### src/rtl/fifo_wr_arbiter_if.sv
// Producer-side and FIFO-side signals of the round-robin FIFO write arbiter.
// The master modport is the environment (producers plus FIFO status); the
// slave modport is the arbiter itself.
interface fifo_wr_arbiter_if #(
  parameter int WIDTH = 8,
  parameter int NREQ  = 4
);
  localparam int GID_W = (NREQ > 1) ? $clog2(NREQ) : 1;

  logic [NREQ-1:0]       req_valid;
  logic [NREQ*WIDTH-1:0] req_data;
  logic [NREQ-1:0]       req_last;
  logic [NREQ-1:0]       req_ready;
  logic                  fifo_full;
  logic                  fifo_wr_en;
  logic [WIDTH-1:0]      fifo_wr_data;
  logic [GID_W-1:0]      grant_id;
  logic                  busy;

  modport master (
    output req_valid, req_data, req_last, fifo_full,
    input  req_ready, fifo_wr_en, fifo_wr_data, grant_id, busy
  );

  modport slave (
    input  req_valid, req_data, req_last, fifo_full,
    output req_ready, fifo_wr_en, fifo_wr_data, grant_id, busy
  );
endinterface

### src/rtl/fifo_wr_arbiter.sv
// Round-robin arbiter sharing one FIFO write port between NREQ producers.
// A grant lasts until the grantee's last beat or MAX_BURST accepted beats,
// whichever comes first; each new grant costs one arbitration cycle.
// The transfer path is combinational from state, grant_id and the inputs so
// fifo_full gates the write in the same cycle it is seen.
module fifo_wr_arbiter #(
  parameter int WIDTH     = 8,
  parameter int NREQ      = 4,
  parameter int MAX_BURST = 4
) (
  input logic             clk,
  input logic             rst,
  fifo_wr_arbiter_if.slave bus
);

  localparam int GID_W = (NREQ > 1) ? $clog2(NREQ) : 1;
  localparam int CNT_W = $clog2(MAX_BURST + 1);

  typedef enum logic [0:0] {
    IDLE,
    GRANT
  } state_t;

  state_t           state;
  logic [GID_W-1:0] grant_id;
  logic [GID_W-1:0] rr_ptr;
  logic [CNT_W-1:0] beat_cnt;
  logic             busy;

  logic             arb_found;
  logic [GID_W-1:0] arb_winner;
  logic [GID_W-1:0] cand;

  logic             in_grant;
  logic             g_valid;
  logic             g_last;
  logic [WIDTH-1:0] g_data;
  logic             accept;
  logic             burst_end;

  // Pick the first requester at or after rr_ptr+1 (mod NREQ) with valid high.
  always_comb begin
    // NOTE: every variable gets a default before the loop, so no path through
    // this block can leave a stale value behind (which would infer a latch).
    arb_found  = 1'b0;
    arb_winner = rr_ptr;
    cand       = '0;
    for (int k = 1; k <= NREQ; k++) begin
      cand = GID_W'((int'(rr_ptr) + k) % NREQ);
      if (!arb_found && bus.req_valid[cand]) begin
        arb_found  = 1'b1;
        arb_winner = cand;
      end
    end
  end

  // Select the current grantee's data slice.
  always_comb begin
    g_data = '0;
    for (int i = 0; i < NREQ; i++) begin
      if (grant_id == GID_W'(i)) begin
        g_data = bus.req_data[i*WIDTH +: WIDTH];
      end
    end
  end

  // Reset forces all transfer outputs low, even before the state flops settle.
  assign in_grant  = (state == GRANT) && !rst;
  assign g_valid   = bus.req_valid[grant_id];
  assign g_last    = bus.req_last[grant_id];
  assign accept    = in_grant && g_valid && !bus.fifo_full;
  assign burst_end = (beat_cnt == CNT_W'(MAX_BURST - 1));

  // Only the grantee sees ready, and only while the FIFO has room.
  always_comb begin
    bus.req_ready = '0;
    if (in_grant && !bus.fifo_full) begin
      bus.req_ready[grant_id] = 1'b1;
    end
  end

  assign bus.fifo_wr_en   = accept;
  assign bus.fifo_wr_data = accept ? g_data : '0;
  assign bus.grant_id     = grant_id;
  assign bus.busy         = busy;

  // Arbitration / transfer FSM with registered grant_id and busy.
  always_ff @(posedge clk or posedge rst) begin
    if (rst) begin
      state    <= IDLE;
      busy     <= 1'b0;
      grant_id <= '0;
      rr_ptr   <= GID_W'(NREQ - 1);
      beat_cnt <= '0;
    end else begin
      // NOTE: sequential state uses <= so every register samples pre-edge
      // values and updates together, independent of statement order.
      case (state)
        IDLE: begin
          if (arb_found) begin
            grant_id <= arb_winner;
            beat_cnt <= '0;
            state    <= GRANT;
            busy     <= 1'b1;
          end
        end
        GRANT: begin
          if (accept) begin
            beat_cnt <= beat_cnt + CNT_W'(1);
            if (g_last || burst_end) begin
              rr_ptr <= grant_id;
              state  <= IDLE;
              busy   <= 1'b0;
            end
          end
        end
        default: begin
          state <= IDLE;
          busy  <= 1'b0;
        end
      endcase
    end
  end

endmodule

### src/flat_wrapper.sv
// flat-port wrapper written by rule: the top's interface ports become plain ports
module fifo_wr_arbiter_flat 
#(
  parameter int WIDTH     = 8,
  parameter int NREQ      = 4,
  parameter int MAX_BURST = 4
)
  (clk, rst, bus_req_valid, bus_req_data, bus_req_last, bus_fifo_full, bus_req_ready, bus_fifo_wr_en, bus_fifo_wr_data, bus_grant_id, bus_busy);
  fifo_wr_arbiter_if #(.WIDTH(WIDTH), .NREQ(NREQ)) bus_i ();
  input logic clk;
  input logic rst;
  input wire logic [$bits(bus_i.req_valid)-1:0] bus_req_valid;
  input wire logic [$bits(bus_i.req_data)-1:0] bus_req_data;
  input wire logic [$bits(bus_i.req_last)-1:0] bus_req_last;
  input wire logic [$bits(bus_i.fifo_full)-1:0] bus_fifo_full;
  output wire logic [$bits(bus_i.req_ready)-1:0] bus_req_ready;
  output wire logic [$bits(bus_i.fifo_wr_en)-1:0] bus_fifo_wr_en;
  output wire logic [$bits(bus_i.fifo_wr_data)-1:0] bus_fifo_wr_data;
  output wire logic [$bits(bus_i.grant_id)-1:0] bus_grant_id;
  output wire logic [$bits(bus_i.busy)-1:0] bus_busy;
  assign bus_i.req_valid = bus_req_valid;
  assign bus_i.req_data = bus_req_data;
  assign bus_i.req_last = bus_req_last;
  assign bus_i.fifo_full = bus_fifo_full;
  assign bus_req_ready = bus_i.req_ready;
  assign bus_fifo_wr_en = bus_i.fifo_wr_en;
  assign bus_fifo_wr_data = bus_i.fifo_wr_data;
  assign bus_grant_id = bus_i.grant_id;
  assign bus_busy = bus_i.busy;
  fifo_wr_arbiter #(.WIDTH(WIDTH), .NREQ(NREQ), .MAX_BURST(MAX_BURST)) u_core (.clk(clk), .rst(rst), .bus(bus_i));
endmodule
### config.mk
export PLATFORM = sky130hd
export DESIGN_NAME = fifo_wr_arbiter_flat
export DESIGN_NICKNAME = d
export VERILOG_FILES = /design/src/rtl/fifo_wr_arbiter_if.sv /design/src/rtl/fifo_wr_arbiter.sv /design/src/flat_wrapper.sv
export SDC_FILE = /design/constraint.sdc
export NUM_CORES = 1
export LEC_CHECK = 0
export CAP_MARGIN = 20
export CORE_ASPECT_RATIO = 1.25
export CORE_MARGIN = 2
export CORE_UTILIZATION = 36
export CTS_BUF_LIST = sky130_fd_sc_hd__clkbuf_8
export DETAILED_ROUTE_END_ITERATION = 6
export PLACE_DENSITY = 0.85
export SKIP_CTS_REPAIR_TIMING = 1
export SLEW_MARGIN = 20
export SYNTH_ARGS = -nofsm -noshare
export SYNTH_HDL_FRONTEND = slang
export SYNTH_SLANG_ARGS = --single-unit
### constraint.sdc
create_clock -name clk -period 2.2 [get_ports clk]
set_clock_uncertainty 0.15 [all_clocks]
set_input_delay 0.33 -clock clk [delete_from_list [all_inputs] [get_ports clk]]
set_output_delay 0.33 -clock clk [all_outputs]
set_load 0.05 [all_outputs]
==> results of run 1 <==
## kinds of logic after synthesis
kind of cell    count (synthesis)  synth area share (%)
flops                           9                  26.6
fa+ha+maj                       2                  2.92
compound gates                 13                  11.7
simple gates                   25                  16.6
buf+inv                        11                  5.98
mux                            16                  36.2
## area by class of cell
cell class | instances | area share (%)
clock buffer | 3 | 2.26
tap | 31 | 2.12
inverter | 5 | 1.03
timing repair buffer | 74 | 47.0
multi-input combinational | 57 | 34.8
sequential | 9 | 12.6
clock inverter | 1 | 0.205
## synth_stat cells
| cell type | instances | area (µm²) |
|---|---|---|
| and3_1 | 9 | 56.3 |
| dfrtp_1 | 7 | 175 |
| mux4_2 | 6 | 135 |
| inv_1 | 5 | 18.8 |
| nor2_1 | 5 | 18.8 |
| mux2i_1 | 4 | 40.0 |
| mux4_1 | 4 | 105 |
| nand2_1 | 4 | 15.0 |
| o21ai_0 | 4 | 20.0 |
| clkbuf_1 | 3 | 11.3 |
| a21o_1 | 2 | 15.0 |
| dfstp_2 | 2 | 52.6 |
| ha_1 | 2 | 25.0 |
| mux2_4 | 2 | 30.0 |
| a21boi_0 | 1 | 7.51 |
| a21oi_1 | 1 | 5.00 |
| a22oi_1 | 1 | 7.51 |
| a31oi_1 | 1 | 6.26 |
| and3b_1 | 1 | 8.76 |
| buf_2 | 1 | 5.00 |
| buf_6 | 1 | 11.3 |
| clkbuf_2 | 1 | 5.00 |
| nand2b_1 | 1 | 6.26 |
| nor2b_1 | 1 | 6.26 |
| nor3_1 | 1 | 5.00 |
| nor3b_1 | 1 | 7.51 |
| nor3b_2 | 1 | 12.5 |
| nor4_1 | 1 | 6.26 |
| o211ai_4 | 1 | 21.3 |
| o21ba_2 | 1 | 10.0 |
| o31ai_1 | 1 | 7.51 |
## placed cells by master, fill, tap and decap left out, types with 5 or more instances in the layout
master           instances
clkdlybuf4s50_1         39
buf_12                  14
buf_4                   14
mux4_2                  11
and3_4                   8
inv_1                    6
dfrtp_1                  5
## flip-flops by register name, indices dropped and copies added, names as in the netlist
| name | flops |
|---|---|
| u_core.bus.grant_id | 2 |
| u_core.rr_ptr | 2 |
| u_core.bus.busy | 1 |
| u_core.beat_cnt | 3 |
| u_core.state | 1 |
## worst register-to-register path, delay by kind of cell, from the launching register on
family,cells,cell delay [ns]
AO/OA/AOI/OAI,1,0.26
multiplexers,2,0.86
flip-flops,1,0.45
buffers and inverters,2,0.26
## metal layers
layer	up-vias	share of wire [%]	global-route usage (%)
met5	-	0	0
met3	16	10	7.36
li1	438	-	-
met2	65	48	41.7
met4	0	3.8	14.7
met1	510	39	26.6
## report_power, final
group | internal [µW] | leakage [µW] | switching, µW
sequential | 258 | 0.000101 | 137
combinational | 717 | 0.000678 | 620
clock | 122 | 0.0000269 | 67.4
total | 1100 | 0.000806 | 824
## final timing paths
check                                            start             endpoint  slack (ns)  cells past startpoint
worst max-delay path            u_core.bus.grant_id[0]  bus_fifo_wr_data[7]       -0.04                      4
worst min-delay path                               rst   u_core.beat_cnt[2]        0.27                      2
worst max register to register  u_core.bus.grant_id[0]     u_core.rr_ptr[1]        0.13                      5
worst min register to register         u_core.bus.busy      u_core.bus.busy        0.33                      1
max in group asynchronous                          rst     u_core.rr_ptr[1]        1.33                      2
min in group clk                       u_core.bus.busy      u_core.bus.busy        0.33                      1
## through the flow
step / power, µW / util, % / std cells / hold slack, ns / instance area, µm²
final: 1920 / 81.8 / 180 / 0.275 / 1830
after global routing: 2010 / 81.8 / 180 / 0.336 / 1830
after CTS: 1680 / 76.2 / 173 / 0.274 / 1700
after detailed placement: 1490 / 74.2 / 169 / 0.319 / 1660
after global placement: 1420 / 74.2 / 169 / 0.310 / 1660
after floorplan: 1060 / - / 76 / 0.00635 / 875
==> qor.yml, run 1 <==
period_share_pct: 102
cts_num_sinks: 9
groute.usage.overall_pct: 24.9
critical_path.startpoint_type: "flip-flop"
tightest_slew_ns: 0.492
ctsLongestPathBuffers: 2
maximum_number_of_pins_on_one_net_before_global_route_repair: 15
yosysUniqueCellTypes: 31
finalWirelength_um: 4240
synth-warning-count: 0
io_pins: 59
fraction_of_layout_instances_using_a_drive_strength_above_1_pct: 43.6
power.static_leakage_uw: 0.000806
cpPeakStageDelay_ns: 0.57
drc: 0
grt_remaining_overflow: 0
worst_ep_required_time_ns: 1.72
detail_route.first_pass.iterations: 4
drv.max_cap_violation_count: 0
rsz0062_at_grt: "true"
syn_to_final_growth_pct: 113
violations: "negative setup slack"
syn_avg_cell_area_um2: 11.3
classification_of_the_worst_setup_path: "flip-flop to output pin"
routed-via-count: 1029
cts.clk_slew.worst_paths_ns: 0.04
setup_viol: 6
detail_route.iter0.violations: 37
num_cts_buffers: 3
port_buffers: 58
chipWidth_um: 47.6
finalWorstSetupSlack_ns: -0.0378
place_congestion: 0.819
cp.buffers_inverters: 2
timing.critical_path.cells: "buf_6 > mux4_2 > and3_4 > buf_12"
grt_antenna_before_repair: 0
hpwlAfterDp_um: 2590
timing_hold_violations_final: 0
timing.hold.worst.class: "primary input to asynchronous set/reset pin"
synth_fp_nets: 121
final_max_slew_viol_count: 0
place_worst_setup_slack_ns: -0.0556
synth_sequential_area_ratio_pct: 26.6
max_clock_freq_mhz: 447
n_antenna_cell: 0
post_synth_instance_area_um2: 857
max-slew-margin-rel_pct: 67.1
floorplan.die_area_um2: 2790
fp.coreArea_um2: 2230
timing.critical_path.slowest_stage_cell: "mux4_2"
tritoncts_clock_tree: "yes"
setup_tns_ns: -0.148
ys_ff_latch: 9
power_per_cell_area_nw_per_um2: 1050
synth_cells: 76
critPathCaptureType: "output pin"
delay_heaviest_family_cp: "multiplexers"
grt_first_pass_wirelength_um: 4750
floorplan.initialDensity_pct: 38.4
arrival_ns: 1.76
standard_cell_row_count: 19
layout.filler_cells: 129
ctsRootBufferMaster: "clkbuf_8"
cts-htree-levels: 1
register_area_um2: 230
number_of_global_route_vias_before_repair: 994
vias_per_cell: 5.72
multiInputGateArea_um2: 636
fp.dieH_um: 58.6
ant_nets: 0
status: "finished, violations left"
period_minus_slack_ns: 2.24
routed_wire_length_per_instance_um: 23.6
insertion_delay_ns: 0.24
worst-path-max-fanout: 6
final_net_count: 195
ir_worst_vdd_mv: 0.989
Note: power is estimated with default switching activity, not from simulation.
==> run 2, diff against run 1 <==
Settings changed: ABC_CLOCK_PERIOD_IN_PS set to 2800, CORE_UTILIZATION 36 to 39, PLACE_DENSITY 0.85 to 0.91.
Clock period 2.2 ns to 2.8 ns, I/O delays scaled along.
==> qor.yml, run 2 (synthesis gave the netlist of run 1 again) <==
drv.max_cap_violation_count: 0
floorplan.initialDensity_pct: 40.1
place_worst_setup_slack_ns: 0.231
chipWidth_um: 45.9
insertion_delay_ns: 0.23
power.static_leakage_uw: 0.000722
fraction_of_layout_instances_using_a_drive_strength_above_1_pct: 23.7
final_cell_area_um2: 1630
min_delay_path_depth: 1
detailed_place.area_um2: 1580
worst-path-max-fanout: 10
largestRegisters: "u_core.beat_cnt: 3 flops, u_core.bus.grant_id: 2 flops, u_core.rr_ptr: 2 flops"
cts_num_sinks: 9
power_switching_share_pct: 42.5
n_antenna_cell: 0
critPathCaptureType: "output pin"
critical_path.startpoint_type: "flip-flop"
power.share.clock_pct: 11.2
max_reg_flops: 3
fp.coreArea_um2: 2140
rsz0062_at_grt: "false"
routed_wire_length_per_instance_um: 18.1
finalWorstSetupSlack_ns: 0.190
fp.dieH_um: 56.4
ctsLongestPathBuffers: 2
power.internal_uw: 725
worstRegToRegCells: 3
finalWirelength_um: 2830
ant_nets: 0
tritoncts_clock_tree: "yes"
power.switching_uw: 536
seq_power_share_pct: 24.7
vias_per_cell: 5.81
arrival_ns: 2.04
total_power_uw: 1260
ctsRootBufferMaster: "clkbuf_8"
timing_hold_violations_final: 0
max-slew-margin-rel_pct: 58.9
worst_ep_required_time_ns: 2.23
finalHoldWorstSlack_ns: 0.320
grt_first_pass_wirelength_um: 4450
syn_to_final_growth_pct: 90.1
grt_remaining_overflow: 0
power_per_cell_area_nw_per_um2: 774
top_register: "u_core.beat_cnt"
timing.hold.worst.class: "flip-flop to flip-flop"
detail_route.first_pass.iterations: 4
max_clock_freq_mhz: 383
port_buffers: 58
cts-htree-levels: 1
hpwlAfterDp_um: 2340
groute.usage.overall_pct: 23.5
maximum_number_of_pins_on_one_net_before_global_route_repair: 18
period_minus_slack_ns: 2.61
layout.cells.most_common_list: "clkdlybuf4s50_1 (45), buf_12 (13), and3_1 (9), dfrtp_1 (7)"
detail_route.iter0.violations: 15
classification_of_the_worst_setup_path: "flip-flop to output pin"
routed-via-count: 907
grt_antenna_before_repair: 0
period_share_pct: 93.2
standard_cell_row_count: 19
floorplan.die_area_um2: 2590
drc: 0
combinationalPowerShare_pct: 64.1
cts.clk_slew.worst_paths_ns: 0.04
final_net_count: 181
final_max_slew_viol_count: 0
setup_viol: 0
tightest_slew_ns: 0.616
status: "finished clean"
number_of_global_route_vias_before_repair: 933
most_common_library_cell_in_the_layout_ignoring_fill_and_taps: "clkdlybuf4s50_1"
setup_tns_ns: 0
place_congestion: 0.797
ir_worst_vdd_mv: 0.595
num_cts_buffers: 3
io_pins: 59
-- run 2: cell count changes in the layout (fill, tap and decap cells not counted), sizes merged --
cell | previous run | this run
clkdlybuf4s50 | 39 | 45
buf | 31 | 16
mux4 | 11 | 10
dlymetal6s2s | 4 | 0
-- run 2: path summary, 6_finish.rpt --
check / from / end / slack, ns
setup / recovery: u_core.bus.grant_id[0] / bus_fifo_wr_en / 0.19
hold / removal: u_core.bus.busy / u_core.bus.busy / 0.32
setup reg to reg: u_core.bus.grant_id[0] / u_core.rr_ptr[0] / 0.75
hold reg to reg: u_core.bus.busy / u_core.bus.busy / 0.32
max in group asynchronous: rst / u_core.rr_ptr[0] / 1.84
min in group asynchronous: rst / u_core.beat_cnt[0] / 0.36
-- run 2: layout make-up --
| class | instances | area, µm² |
|---|---|---|
| clock inverter | 1 | 3.75 |
| timing repair buffer | 61 | 733 |
| sequential | 9 | 228 |
| inverter | 5 | 18.8 |
| clock buffer | 3 | 41.3 |
| fill | 125 | 510 |
| tap | 21 | 26.3 |
| multi-input combinational | 56 | 578 |
-- run 2: power by group through the flow --
| stage | registers [µW] | clock network [µW] | logic, µW |
|---|---|---|---|
| 2_1_floorplan | 313 | 0 | 506 |
| 3_3_place_gp | 305 | 0 | 787 |
| 3_5_place_dp | 313 | 0 | 811 |
| 4_1_cts | 309 | 146 | 815 |
| 5_1_grt | 324 | 155 | 859 |
| 6_report | 311 | 141 | 809 |
-- run 2: routing by layer --
metal / vias up / GRT usage, % / routed length, µm
met5: - / 0 / 0
met4: 0 / 10.6 / 53
met1: 442 / 26.2 / 1070
met3: 6 / 5.14 / 311
li1: 408 / - / -
met2: 51 / 40.5 / 1400
-- run 2: critical path, stage by stage (launching register included) --
cell and delay (ns):
dfrtp_1 0.63, mux4_2 0.69, nand2_1 0.23, inv_1 0.10, buf_12 0.16
-- run 2: through the flow --
stage,std cells,utilization [%]
after global routing,156,76.1
final,156,76.1
after floorplan,76,-
after global placement,152,74.0
after CTS,156,76.1
after detailed placement,152,74.0
==> run 3, diff against run 2 <==
Settings changed: CORE_MARGIN 2 to unset.
==> qor.yml, run 3 (synthesis gave the netlist of run 1 again) <==
period_minus_slack_ns: 2.57
grt_first_pass_wirelength_um: 4270
timing_hold_violations_final: 0
most_common_library_cell_in_the_layout_ignoring_fill_and_taps: "clkdlybuf4s50_1"
fp.coreArea_um2: 2030
critical_path.startpoint_type: "primary input"
vias_per_cell: 5.86
syn_to_final_growth_pct: 90.1
fraction_of_layout_instances_using_a_drive_strength_above_1_pct: 24.4
routed_wire_length_per_instance_um: 18.1
ctsRootBufferMaster: "clkbuf_8"
floorplan.initialDensity_pct: 42.3
worst-path-max-fanout: 10
final_max_slew_viol_count: 0
power.static_leakage_uw: 0.000722
num_cts_buffers: 3
total_power_uw: 1270
grt_antenna_before_repair: 0
insertion_delay_ns: 0.23
largestRegisters: "u_core.beat_cnt: 3 flops, u_core.bus.grant_id: 2 flops, u_core.rr_ptr: 2 flops"
setup_viol: 0
max_clock_freq_mhz: 389
cts_num_sinks: 9
hpwlAfterDp_um: 2270
rsz0062_at_grt: "false"
ant_nets: 0
ir_worst_vdd_mv: 0.571
io_pins: 59
port_buffers: 58
grt_remaining_overflow: 0
classification_of_the_worst_setup_path: "primary input to output pin"
groute.usage.overall_pct: 24.7
detail_route.first_pass.iterations: 7
power_per_cell_area_nw_per_um2: 778
arrival_ns: 2.00
top_register: "u_core.beat_cnt"
fp.dieH_um: 54.4
n_antenna_cell: 0
detail_route.iter0.violations: 29
max_reg_flops: 3
drv.max_cap_violation_count: 0
layout.cells.most_common_list: "clkdlybuf4s50_1 (45), buf_12 (13), and3_1 (9)"
tightest_slew_ns: 0.614
max-slew-margin-rel_pct: 59.1
period_share_pct: 91.9
cts.clk_slew.worst_paths_ns: 0.04
floorplan.die_area_um2: 2390
worst_ep_required_time_ns: 2.23
status: "finished, violations left"
finalHoldWorstSlack_ns: 0.329
routed-via-count: 909
timing.hold.worst.class: "flip-flop to flip-flop"
setup_tns_ns: 0
ctsLongestPathBuffers: 2
drc: 10
cts-htree-levels: 1
layout.filler_cells: 115
place_congestion: 0.785
violations: "design-rule violations"
tritoncts_clock_tree: "yes"
finalWirelength_um: 2810
standard_cell_row_count: 18
number_of_global_route_vias_before_repair: 886
final_net_count: 181
maximum_number_of_pins_on_one_net_before_global_route_repair: 18
critPathCaptureType: "output pin"
chipWidth_um: 43.9
run 3: cell counts in the layout (fill, tap and decap cells not counted):
No cell type changed its count.
run 3: where the power goes:
part | switching, µW | total [µW] | internal, µW
Combinational | 373 | 803 | 430
Clock | 50.5 | 146 | 95.4
Sequential | 119 | 319 | 200
Total | 542 | 1270 | 726
run 3: layout make-up:
type                       instances  area [µm²]  area share, %
tap                               20        25.0           1.54
inverter                           5        18.8           1.15
clock buffer                       3        41.3           2.53
sequential                         9         229           14.1
multi-input combinational         56         578           35.5
timing repair buffer              61         733           45.0
clock inverter                     1        3.75          0.230
run 3: worst paths after layout:
check	startpoint	to	slack, ns	cells after the start
setup / recovery	bus_req_valid[3]	bus_fifo_wr_en	0.23	5
hold / removal	u_core.bus.busy	u_core.bus.busy	0.33	1
setup reg to reg	u_core.bus.grant_id[0]	u_core.rr_ptr[0]	0.69	4
hold reg to reg	u_core.bus.busy	u_core.bus.busy	0.33	1
max in group asynchronous	rst	u_core.rr_ptr[1]	1.86	2
min in group asynchronous	rst	u_core.bus.busy	0.35	2
run 3: critical path: stages:
cell and delay (ns):
clkdlybuf4s50_1 0.48, mux4_2 0.61, nand2_1 0.22, inv_1 0.11
buf_12 0.16
run 3: metal layers:
layer / GRT usage, % / wire length, µm / vias up / share of wire (%)
met5: 0 / 0 / - / 0
met4: 10.6 / 44 / 0 / 1.6
met3: 5.94 / 348 / 5 / 12
met2: 44.3 / 1360 / 47 / 48
met1: 28.1 / 1050 / 444 / 38
li1: - / - / 413 / -
run 3: stage by stage:
stage | utilization, % | cells | area (µm²) | setup WS (ns)
after global placement | 78.1 | 151 | 1580 | 0.287
after detailed placement | 78.1 | 151 | 1580 | 0.237
final | 80.4 | 155 | 1630 | 0.227
after global routing | 80.4 | 155 | 1630 | 0.130
after floorplan | - | 76 | 857 | 0.0318
after CTS | 80.3 | 155 | 1630 | 0.0497
==> RTL change 1: new RTL, settings of run 2 <==
`MAX_BURST` is set to 4 in 2 places; all go to 2.
--- a/src/rtl/fifo_wr_arbiter.sv
+++ b/src/rtl/fifo_wr_arbiter.sv
@@ -6,7 +6,7 @@
 module fifo_wr_arbiter #(
   parameter int WIDTH     = 8,
   parameter int NREQ      = 4,
-  parameter int MAX_BURST = 4
+  parameter int MAX_BURST = 2
 ) (
   input logic             clk,
   input logic             rst,
--- a/src/flat_wrapper.sv
+++ b/src/flat_wrapper.sv
@@ -3,7 +3,7 @@
 #(
   parameter int WIDTH     = 8,
   parameter int NREQ      = 4,
-  parameter int MAX_BURST = 4
+  parameter int MAX_BURST = 2
 )
   (clk, rst, bus_req_valid, bus_req_data, bus_req_last, bus_fifo_full, bus_req_ready, bus_fifo_wr_en, bus_fifo_wr_data, bus_grant_id, bus_busy);
   fifo_wr_arbiter_if #(.WIDTH(WIDTH), .NREQ(NREQ)) bus_i ();
Check against the original RTL: not equivalent (Yosys sat finds a counterexample within 4 cycles, from zero or initial values and one cycle with rst high).
==> RTL change 1 against run 2 <==
- final area decreased by 3.5%
- hold slack improved by 0.011 ns
- count of clock-buffer cells in the layout unchanged
- total power decreased by 6.2%
- setup slack improved by 0.055 ns
- sequential cell count decreased by 1
- synthesized cell count decreased by 11%
- clock power decreased by 6%
- core utilization increased by 5.1 points
- synthesized area decreased by 7.6%
- highest routed layer unchanged
- routed wire length decreased by 6.8%
- non-clock buffer count unchanged
==> RTL change 1: results (changes against run 2) <==
* GPL Wtd Cong at 0.778 (-2.3%)
* WL final at 2630 um (-6.8%)
* Slew @ Worst Pin at 0.553 ns (-0.0623 ns)
* Layout cell share with drive strength beyond 1 at 28.1% (+4.4 points)
* First-pass GRT wire length at 3990 um (-10%)
* Met3 routed WL at 222 um (-29%)
* Commonest cells post-synth: and3_1 (8), mux4_2 (7), dfrtp_1 (6), inv_1 (5), nor2_1 (4)
* Placed wire-length estimate at 2240 um (-4.2%)
* First drt pass iteration count at 3 (-1)
* VDD IR max at 582 uV (-2.2%)
* Largest regs: u_core.beat_cnt: 2 flops, u_core.bus.grant_id: 2 flops, u_core.rr_ptr: 2 flops
* Max stage delay on crit path at 0.64 ns (-0.05 ns)
* Worst reg2reg path depth at 4 (+1)
* CP arrival at 1.99 ns (-0.05 ns)
* Status: finished, final reports clean
* Final net count at 174 (-3.9%)
* Max Freq at 391 MHz (+2.1%)
* Pleak at 0.676 nW (-6.4%)
* Cells taking the most area after synthesis: mux4_2 (20%), dfrtp_1 (19%), mux4_1 (10%)
* GR Util All Layers at 23.0% (-0.59 points)
* CP Class: input port to output pin
* Via count at 834 (-8.0%)
* Fillers at 113 (-9.6%)
* CP startpoint: bus_req_valid[3]
* Sequential area share after synthesis at 25.6% (-0.98 points)
* Internal at 0.686 mW (-5.5%)
* Largest net degree at the start of global routing at 16 (-2)
* Vias in the first global route at 859 (-7.9%)
* Syn Nets at 112 (-7.4%)
-- RTL change 1: cell type report --
| class | count | area [um^2] | share of cell area (%) |
|---|---|---|---|
| Clock buffer | 3 | 41.3 | 2.63 |
| Inverter | 5 | 18.8 | 1.19 |
| Multi-Input combinational cell | 51 | 552 | 35.1 |
| Sequential cell | 8 | 203 | 12.9 |
| Tap cell | 20 | 25.0 | 1.59 |
| Timing Repair Buffer | 61 | 733 | 46.6 |
-- RTL change 1: worst reg2reg max path, cell delays in order (launching register included) --
cell	delay, ns
dfrtp_1	0.54
buf_4	0.27
mux4_2	0.55
o211ai_4	0.23
mux2_4	0.32
-- RTL change 1: kinds of logic (layout without fill, tap and decap cells) --
family,Yosys count,count (layout),synth area share [%]
AO/OA/AOI/OAI,10,10,10.9
adder cells (fa/ha/maj),1,1,1.58
buffers and inverters,9,69,5.37
flip-flops,8,8,25.6
multiplexers,15,15,37.4
AND/OR/NAND/NOR,25,25,19.1
-- RTL change 1: routing by layer --
layer | vias to the layer above | global-route usage (%)
li1 | 390 | -
met1 | 388 | 26.7
met2 | 50 | 42.6
met3 | 6 | 3.96
met4 | 0 | 7.07
met5 | - | 0
-- RTL change 1: worst min path at each step --
| stage | start | end | slack [ns] | cells after the start |
|---|---|---|---|---|
| finish | u_core.bus.busy | u_core.bus.busy | 0.33 | 1 |
| floorplan | rst | u_core.beat_cnt[0] | 0.08 | 1 |
| CTS | u_core.bus.busy | u_core.bus.busy | 0.33 | 1 |
| global route | u_core.beat_cnt[0] | u_core.beat_cnt[0] | 0.36 | 1 |
| global placement | u_core.beat_cnt[0] | u_core.beat_cnt[0] | 0.31 | 1 |
| detailed placement | u_core.bus.busy | u_core.bus.busy | 0.32 | 1 |
-- RTL change 1: metrics by stage --
stage / instances / area, um^2 / hold slack [ns] / power [mW]
6_report: 148 / 1570 / 0.332 / 1.18
3_5_place_dp: 145 / 1530 / 0.319 / 1.05
2_1_floorplan: 68 / 797 / 0.0842 / 0.764
4_1_cts: 148 / 1570 / 0.332 / 1.19
3_3_place_gp: 145 / 1530 / 0.311 / 1.03
5_1_grt: 148 / 1570 / 0.360 / 1.25
-- RTL change 1: power by group through the flow --
stage                     registers, mW  clock network (mW)  logic (mW)
after detailed placement          0.271                   0       0.784
final                             0.269               0.133       0.780
after CTS                         0.269               0.138       0.786
after floorplan                   0.294                   0       0.470
after global routing              0.281               0.141       0.826
after global placement            0.266                   0       0.769
==> RTL change 2: new RTL, config.mk and constraints of run 2 <==
Without the edit above. Make the reset (`rst`) synchronous in one clocked block.
--- a/src/rtl/fifo_wr_arbiter.sv
+++ b/src/rtl/fifo_wr_arbiter.sv
@@ -85,7 +85,7 @@
   assign bus.busy         = busy;
 
   // Arbitration / transfer FSM with registered grant_id and busy.
-  always_ff @(posedge clk or posedge rst) begin
+  always_ff @(posedge clk) begin
     if (rst) begin
       state    <= IDLE;
       busy     <= 1'b0;
Formal check against the unedited RTL: differs if rst is asserted again (counterexample within 4 cycles, from zero or initial values and one cycle with rst high); with rst held inactive, the same outputs for 10 cycles.
==> RTL change 2 against run 2 <==
- hold slack better by 0.025 ns
- global-route usage rose by 3.4 points
- die area decreased by 7.9%
- final area fell by 4.6%
- sequential cell count stayed put
- critical path type unchanged
- synthesized area shrank 8.6%
- routed wire length grew 4.4%
- setup slack better by 0.019 ns
- sequential share of layout area fell by 2.4 points
- largest cell class unchanged
- first-iteration DRC count grew 130%
- synthesized cell count grew 11%
- core utilization up 4.1 points
Power is not compared: it rests on default switching activity, and its combinational part moved more than twofold at a synthesized area within 25%.
==> RTL change 2: results (changes against run 2) <==
* Cells taking the most area after synthesis: dfxtp_1 (23%), mux4_2 (20%), mux4_1 (10%)
* VDD IR max at 361 uV
* HP Start: u_core.beat_cnt[2]
* Largest net degree at the start of global routing at 18 (unchanged)
* WHS Path Cells at 2 (+1)
* Placed wire-length estimate at 2340 um (about the same)
* R2R Setup Slk at 0.81 ns (+0.06 ns)
* Syn Nets at 129 (+6.6%)
* Reg-to-Reg End: u_core.beat_cnt[1]
* Largest regs: u_core.beat_cnt: 3 flops, u_core.bus.grant_id: 2 flops, u_core.rr_ptr: 2 flops
* GR Util All Layers at 27.0% (+3.4 points)
* Yosys warning count at 0 (unchanged)
* Grt total ovfl at 0 (unchanged)
* Port bufs at 58 (unchanged)
* Biggest register: u_core.beat_cnt
* Pleak at 0.642 nW
* Clock root buffer master: clkbuf_8
* First-pass GRT wire length at 4530 um (+1.7%)
* Worst hold endpoint: u_core.beat_cnt[2]
* Cts bufs inserted at 3 (unchanged)
* Initial antenna violation count at 0 (unchanged)
* Sequential area share after synthesis at 23.0% (-3.6 points)
* RR Startpoint: u_core.bus.grant_id[1]
* CP top delay family: multiplexers
* Slew @ Worst Pin at 0.704 ns (+0.0884 ns)
* Layout cell share with drive strength beyond 1 at 21.0% (-2.7 points)
* WL final at 2950 um (+4.4%)
* Unique cell type count in the Yosys netlist at 27 (-13%)
* Final net count at 189 (+4.4%)
* Max stage delay on crit path at 0.57 ns (-0.12 ns)
* First drt pass iteration count at 4 (unchanged)
* Worst reg2reg path depth at 5 (+2)
* CTS max path bufs at 2 (unchanged)
* Max H-tree Level at 1 (unchanged)
* GPL Wtd Cong at 0.821 (+3.0%)
* Crit path max fanout at 9 (-1)
* Status: finished, final reports clean
* Commonest cells post-synth: nor2_1 (10), and3_1 (9), dfxtp_1 (9), a21oi_1 (8), mux4_2 (7)
* Slowest cell on crit path: mux4_1
* Initial drt markers at 34 (+19)
* CTS clk-pin slew, worst paths at 0.05 ns
* Fillers at 126 (+0.80%)
* Drt via density at 5.75 (-1.1%)
* Vias in the first global route at 953 (+2.1%)
* Antenna Diode Count at 0 (unchanged)
* Ys async rst share at 0% (-100 points)
[RTL change 2: where the power goes]
group	leakage [nW]	internal [mW]	switching, mW
registers	0.0739	0.135	0.0132
clock network	0.0269	0.0957	0.0538
logic	0.541	0.116	0.0782
total	0.642	0.347	0.145
[RTL change 2: final cells by class]
| cell class | count | area, um^2 | share of cell area (%) |
|---|---|---|---|
| clock buffers | 3 | 41.3 | 2.66 |
| multi-input cells | 63 | 548 | 35.3 |
| clock inverters | 1 | 3.75 | 0.242 |
| flip-flops and latches | 9 | 180 | 11.6 |
| well taps | 20 | 25.0 | 1.61 |
| repair buffers | 61 | 733 | 47.2 |
| inverters | 6 | 22.5 | 1.45 |
[RTL change 2: cell families (layout without fill, tap and decap cells)]
| logic type | after synthesis | count (layout) | share of synthesized area, % |
|---|---|---|---|
| flops | 9 | 9 | 23.0 |
| mux | 10 | 10 | 30.2 |
| compound gates | 16 | 16 | 12.8 |
| fa+ha+maj | 2 | 2 | 3.19 |
| buf+inv | 12 | 71 | 7.03 |
| simple gates | 35 | 35 | 23.8 |
[RTL change 2: worst reg2reg max path: stages, from the launching register on]
cell     delay, ns
dfxtp_1       0.77
mux4_2        0.53
nand2_2       0.17
inv_1         0.12
nand2_1       0.09
a21oi_1       0.06
[RTL change 2: per-layer routing]
layer | track usage [%] | vias up | part of all wire, %
met2 | 44.9 | 68 | 47
li1 | - | 436 | -
met1 | 31.9 | 426 | 40
met3 | 5.03 | 7 | 10
met4 | 16.7 | 0 | 2.8
met5 | 0 | - | 0
[RTL change 2: through the flow]
| step | cell area (um^2) | std cells | worst slack (ns) | utilization, % | hold WS [ns] |
|---|---|---|---|---|---|
| after floorplan | 783 | 84 | 0.113 | - | 0.298 |
| after global placement | 1510 | 159 | 0.343 | 77.9 | 0.311 |
| after detailed placement | 1510 | 159 | 0.281 | 77.9 | 0.329 |
| after CTS | 1550 | 163 | 0.200 | 80.2 | 0.337 |
| after global routing | 1550 | 163 | 0.104 | 80.2 | 0.370 |
| final | 1550 | 163 | 0.209 | 80.2 | 0.345 |
[RTL change 2: worst max path at each step]
stage / endpoint / slack [ns] / from / cells past startpoint
finish: bus_fifo_wr_data[2] / 0.21 / u_core.bus.grant_id[0] / 4
floorplan: bus_req_ready[0] / 0.11 / rst / 3
CTS: bus_fifo_wr_data[2] / 0.20 / u_core.bus.grant_id[0] / 4
global placement: bus_fifo_wr_data[6] / 0.34 / bus_req_valid[1] / 4
global route: bus_fifo_wr_data[0] / 0.10 / u_core.bus.grant_id[0] / 4
detailed placement: bus_fifo_wr_en / 0.28 / bus_req_valid[1] / 5
